**src/rtl/btn_pkg.sv**
```systemverilog
// rtl/btn_pkg.sv - shared constants for the push-button conditioning block
package btn_pkg;

    localparam int NUM_BTN             = 7;
    localparam int BTN_RESET_IDX       = 0;
    localparam int DEBOUNCE_CYCLES_SIM = 4;
    localparam int DEBOUNCE_CYCLES_HW  = 250000;
    localparam int RST_STRETCH_DEFAULT = 16;

    // Reset button idles high, every other button idles low.
    localparam logic [NUM_BTN-1:0] STABLE_INIT_DEFAULT =
        NUM_BTN'(1) << BTN_RESET_IDX;

endpackage

```
**src/rtl/btn_debounce_cell.sv**
```systemverilog
// rtl/btn_debounce_cell.sv - per-button synchroniser, debounce counter and edge pulses
module debounce_cell #(
    parameter int   DEBOUNCE_CYCLES = 4,
    parameter int   CNT_W           = 18,
    parameter logic INIT            = 1'b0
) (
    input  logic clk,
    input  logic rst_n,
    input  logic raw,
    output logic stable,
    output logic rise,
    output logic fall
);

    localparam logic [CNT_W-1:0] CNT_LAST = CNT_W'(DEBOUNCE_CYCLES - 1);

    logic             sync1;
    logic             sync2;
    logic             stable_q;
    logic [CNT_W-1:0] cnt;

    always_ff @(posedge clk or negedge rst_n) begin
        if (!rst_n) begin
            sync1 <= INIT;
            sync2 <= INIT;
        end else begin
            sync1 <= raw;
            sync2 <= sync1;
        end
    end

    // Any sample that agrees with the accepted level restarts the count.
    always_ff @(posedge clk or negedge rst_n) begin
        if (!rst_n) begin
            cnt    <= '0;
            stable <= INIT;
        end else if (sync2 == stable) begin
            cnt <= '0;
        end else if (cnt == CNT_LAST) begin
            stable <= sync2;
            cnt    <= '0;
        end else begin
            cnt <= cnt + 1'b1;
        end
    end

    always_ff @(posedge clk or negedge rst_n) begin
        if (!rst_n) begin
            stable_q <= INIT;
            rise     <= 1'b0;
            fall     <= 1'b0;
        end else begin
            stable_q <= stable;
            rise     <= stable & ~stable_q;
            fall     <= ~stable & stable_q;
        end
    end

endmodule

```
**src/rtl/btn_debounce.sv**
```systemverilog
// rtl/btn_debounce.sv - button conditioning with sticky events and stretched core reset
module btn_debounce #(
    parameter int                  NUM_BTN         = btn_pkg::NUM_BTN,
    parameter int                  DEBOUNCE_CYCLES = btn_pkg::DEBOUNCE_CYCLES_HW,
    parameter int                  CNT_W           = 18,
    parameter int                  RST_STRETCH     = btn_pkg::RST_STRETCH_DEFAULT,
    parameter logic [NUM_BTN-1:0]  STABLE_INIT     = btn_pkg::STABLE_INIT_DEFAULT
) (
    input  logic               clk_25mhz,
    input  logic               reset_n,
    input  logic [NUM_BTN-1:0] btn_raw,
    output logic [NUM_BTN-1:0] btn_stable,
    output logic [NUM_BTN-1:0] btn_rise,
    output logic [NUM_BTN-1:0] btn_fall,
    output logic [NUM_BTN-1:0] evt_pending,
    input  logic [NUM_BTN-1:0] evt_clear,
    output logic               cpu_reset_n
);

    localparam int RW = $clog2(RST_STRETCH + 1);
    localparam logic [RW-1:0] RCNT_LOAD = RW'(RST_STRETCH);

    logic [RW-1:0] rcnt;
    logic          rst_cause;

    for (genvar i = 0; i < NUM_BTN; i++) begin : g_cell
        debounce_cell #(
            .DEBOUNCE_CYCLES (DEBOUNCE_CYCLES),
            .CNT_W           (CNT_W),
            .INIT            (STABLE_INIT[i])
        ) u_cell (
            .clk    (clk_25mhz),
            .rst_n  (reset_n),
            .raw    (btn_raw[i]),
            .stable (btn_stable[i]),
            .rise   (btn_rise[i]),
            .fall   (btn_fall[i])
        );
    end

    // Set beats clear so a press landing on the clear cycle is never lost.
    always_ff @(posedge clk_25mhz or negedge reset_n) begin
        if (!reset_n) begin
            evt_pending <= '0;
        end else begin
            evt_pending <= (evt_pending & ~evt_clear) | btn_rise;
        end
    end

    assign rst_cause = ~btn_stable[btn_pkg::BTN_RESET_IDX];

    always_ff @(posedge clk_25mhz or negedge reset_n) begin
        if (!reset_n) begin
            rcnt        <= RCNT_LOAD;
            cpu_reset_n <= 1'b0;
        end else if (rst_cause) begin
            rcnt        <= RCNT_LOAD;
            cpu_reset_n <= 1'b0;
        end else if (rcnt != '0) begin
            rcnt        <= rcnt - 1'b1;
            cpu_reset_n <= 1'b0;
        end else begin
            cpu_reset_n <= 1'b1;
        end
    end

endmodule

```
**config.mk**
```make
export PLATFORM = sky130hd
export DESIGN_NAME = btn_debounce
export DESIGN_NICKNAME = d
export VERILOG_FILES = /design/src/rtl/btn_pkg.sv /design/src/rtl/btn_debounce_cell.sv /design/src/rtl/btn_debounce.sv
export SDC_FILE = /design/constraint.sdc
export NUM_CORES = 1
export LEC_CHECK = 0
export BUFFER_PORTS_ARGS = -buffer_cell sky130_fd_sc_hd__buf_2
export CAP_MARGIN = 10
export CORE_UTILIZATION = 30
export CTS_BUF_LIST = sky130_fd_sc_hd__clkbuf_2 sky130_fd_sc_hd__clkbuf_4 sky130_fd_sc_hd__clkbuf_8
export CTS_CLUSTER_DIAMETER = 50
export DETAILED_ROUTE_END_ITERATION = 8
export GPL_TIMING_DRIVEN = 0
export SYNTH_ARGS = -nofsm -noshare
export SYNTH_HDL_FRONTEND = slang
export SYNTH_SLANG_ARGS = --single-unit
```
**constraint.sdc**
```tcl
create_clock -name clk_25mhz -period 5.09 [get_ports clk_25mhz]
set_clock_uncertainty 0.15 [all_clocks]
set_input_delay 0.509 -clock clk_25mhz [delete_from_list [all_inputs] [get_ports clk_25mhz]]
set_output_delay 0.509 -clock clk_25mhz [all_outputs]
set_load 0.005 [all_outputs]
```
==> flow_summary.toml <==
[status]
status = "complete, no violations"

[floorplan]
start_util_pct = 30.8
dieWidth_um = 169
die_h_um = 169
num_rows = 60
core-area_mm2 = 0.0271
die_area_mm2 = 0.0285
io_pins = 45

[power_and_ir_drop]
p_per_area_mw_per_mm2 = 267
pwr-share-clk_pct = 38.5
ir_drop_v = 0.000125
total_power_mw = 2.55
switching_power_mw = 0.650
p_int_mw = 1.90
seqPwrFrac_pct = 57.9
power.leakage_nw = 4.16
p_comb_share_pct = 3.6
switching_share_pct = 25.5

[grt]
grt_pass1_wl_mm = 26.1
grt_use_met2_pct = 18.1
grt_util_met3_pct = 2.50
grt_pass1_vias = 5471
overflow = 0
groute.usage.overall_pct = 11.2
antenna_found_initial = 0
grt_max_degree = 100
use_met1_pct = 14.9
busiest_layer = "met2"

[logic_synthesis]
synth-xor-area-share_pct = 11.3
synth_edf_count = 0
synth_top_flop_cell = "dfrtp_1"
synthArstFlopShare_pct = 100
syn_nets = 809
synth_seq_cells = 181
yosys_warnings = 0
seq_area_frac_synth_pct = 54.3
synth_top_family_by_area = "simple AND/OR/NAND/NOR gates"
synth_cell_types = 46
synthMuxAreaShare_pct = 1.06
synthAdderAreaFrac_pct = 1.20
netlist_instances = 785
synth_compound_area_share_pct = 4.15
syn_area_mm2 = 0.00835
syn_area_per_cell_um2 = 10.6
synthSimpleGateAreaFrac_pct = 23.9

[routing]
drc = 0
wl_per_cell_um = 11.8
num_vias = 5586
vias_per_cell = 4.50
firstDrtPassIters = 4
antenna_left = 0
initialDrtViolationCount = 305
totalWireLength_mm = 14.7

[cts]
cts_root_buf = "clkbuf_8"
cts_sinks = 181
clk_latency_ps = 470
clkTransAtPathRegs_ps = 110
cts_buffers = 17
cts_tree = "yes"
cts_max_level = 4
cts_buffer_depth = 2

[cells_and_area]
area_growth_pct = 14.3
nFillCells = 2736
drive_above_1_share_pct = 15.4
fin_area_mm2 = 0.00955
diodes = 0
finish.net_count = 881

[timing]
timing.final.ws_setup_ps = 2750
timing.fmax_ghz = 0.428
fin_crit_ps = 2340
setup_viol = 0
rsz0062_at_grt = "no"
setup_tns_ps = 0
final_hold_viol_count = 0
maxSlewViolCount = 0
period_share_pct = 45.9
slew_headroom_pct = 35.8
worstMarginPinSlew_ps = 950

[placement]
io_buffers = 44
placed_area_mm2 = 0.00907
hpwl_mm = 9.84
place_congestion = 0.761
dp_slack_ps = 2770

[setup_path]
startpoint_type = "flop"
path_max_fanout = 10
path_cells = "ha_1, and3_1, nand3_1, o21ai_1, clkbuf_1, nor2_1"
crit_slowest_cell = "o21ai_1"
critical_path_class = "reg -> reg"
cp-end-kind = "flop"
crit_path_max_incr_delay_ps = 520
worstPathArrival_ps = 2520
required_ps = 5280

[run]
cap_violations = 0

[hold_path]
hp-class = "in -> reg"
## power groups by stage
stage          clock, mW  combinational (mW)  sequential [mW]
6_report           0.980              0.0923             1.47
5_1_grt             1.09               0.109             1.48
4_1_cts             1.04              0.0974             1.47
3_5_place_dp           0              0.0924             1.50
3_3_place_gp           0              0.0878             1.50
2_1_floorplan          0              0.0428             1.50
## path summary, 6_finish.rpt
kind                                    startpoint                  endpoint  slack [ps]  depth (start not counted)
max in group asynchronous                  reset_n  g_cell[2].u_cell.cnt[17]        3390                          3
hold reg to reg             g_cell[0].u_cell.sync1    g_cell[0].u_cell.sync2         210                          0
setup reg to reg           g_cell[0].u_cell.cnt[0]   g_cell[0].u_cell.cnt[8]        2750                          6
min in group asynchronous                  reset_n    g_cell[3].u_cell.sync2         480                          2
hold / removal                        evt_clear[4]            evt_pending[4]         150                          3
setup / recovery           g_cell[0].u_cell.cnt[0]   g_cell[0].u_cell.cnt[8]        2750                          6
## stage by stage
stage / hold WS [ps] / util (%) / cells
after global routing: 129 / 35.2 / 1242
after floorplan: 63.4 / - / 785
final: 147 / 35.2 / 1242
after CTS: 109 / 35.2 / 1242
after global placement: 186 / 33.3 / 1201
after detailed placement: 188 / 33.5 / 1202
## cells in the mapped netlist (2+ instances only)
cell      count  share of area, %
nor3_1       22               1.3
o31ai_1       8              0.72
or3_4         3              0.40
ha_1          8               1.2
or3_1         4              0.30
dfstp_2       5               1.6
a21oi_1      11              0.66
nand4_4       2              0.51
and3_1        7              0.52
o21ai_1       2              0.12
xor2_1       26               2.7
nor4_1       40               3.0
clkbuf_1      5              0.22
and2_1        3              0.22
nor2_1      135               6.1
xnor2_1      82               8.6
nor4b_1       5              0.52
nand3_1      44               2.6
nand4_1      27               2.0
nand3b_1      3              0.27
mux2_2        7              0.94
nor3b_1       3              0.27
a21o_1        7              0.63
nor2b_1      17               1.3
or2_2         2              0.15
inv_1        35               1.6
buf_4        22               2.0
o21ai_0       4              0.24
dfrtp_1     176                53
buf_6         2              0.27
and4_1        7              0.73
or4_1         8              0.72
nand4_2       3              0.45
nand2_1      35               1.6
o41ai_4       4               1.3
## flip-flops by register name, summed over array words and instances, names as in the netlist
| signal | flops |
|---|---|
| g_cell.u_cell.stable_q | 7 |
| cpu_reset_n | 1 |
| g_cell.u_cell.sync1 | 7 |
| evt_pending | 7 |
| g_cell.u_cell.fall | 7 |
| g_cell.u_cell.rise | 7 |
| g_cell.u_cell.stable | 7 |
| g_cell.u_cell.cnt | 126 |
| g_cell.u_cell.sync2 | 7 |
| rcnt | 5 |
## critical path: cells and delay by family, from the launching register on
| kind | cells | cell delay (ps) |
|---|---|---|
| compound gates | 1 | 520 |
| fa+ha+maj | 1 | 220 |
| buf+inv | 1 | 450 |
| flops | 1 | 400 |
| simple gates | 3 | 480 |
## metal layers
layer	up-vias	share of wire, %
li1	2841	-
met4	0	1.2
met1	2667	50
met3	10	3.0
met5	-	0
met2	68	46
## kinds of logic (layout without fill, tap and decap cells)
| group | Yosys count | count (layout) |
|---|---|---|
| AO/OA/AOI/OAI | 39 | 39 |
| XOR/XNOR | 108 | 108 |
| adder cells (fa/ha/maj) | 8 | 8 |
| multiplexers | 8 | 8 |
| AND/OR/NAND/NOR | 376 | 376 |
| buffers and inverters | 65 | 150 |
| flip-flops | 181 | 181 |
## final cells by class
class / instances / area, µm² / area share [%]
repair buffers: 53 / 338 / 3.54
clock inverters: 15 / 159 / 1.66
plain buffers: 30 / 211 / 2.21
clock buffers: 17 / 234 / 2.45
flip-flops and latches: 181 / 4540 / 47.5
well taps: 372 / 465 / 4.87
multi-input cells: 539 / 3470 / 36.4
inverters: 35 / 131 / 1.38
## cell usage in the layout, fill, tap and decap left out, types with 4 or more instances in the layout
master         count
a21o_1             7
a21oi_1           11
and3_1             7
and4_1             7
buf_2             44
buf_4             22
clkbuf_1           5
clkbuf_8          17
clkinv_4           5
dfrtp_1          176
dfstp_2            5
dlygate4sd3_1      8
ha_1               8
inv_1             35
inv_6              5
mux2_2             7
nand2_1           35
nand3_1           44
nand4_1           27
nor2_1           135
nor2b_1           17
nor3_1            22
nor4_1            40
nor4b_1            5
o21ai_0            4
o31ai_1            8
o41ai_4            4
or3_1              4
or4_1              8
xnor2_1           82
xor2_1            26
## timing repair
action	in CTS	in global routing
hold buffers	8	0
resized for setup	0	0
endpoints found under the hold margin	84	0
setup buffers	0	0
(Power assumes the default switching activity.)
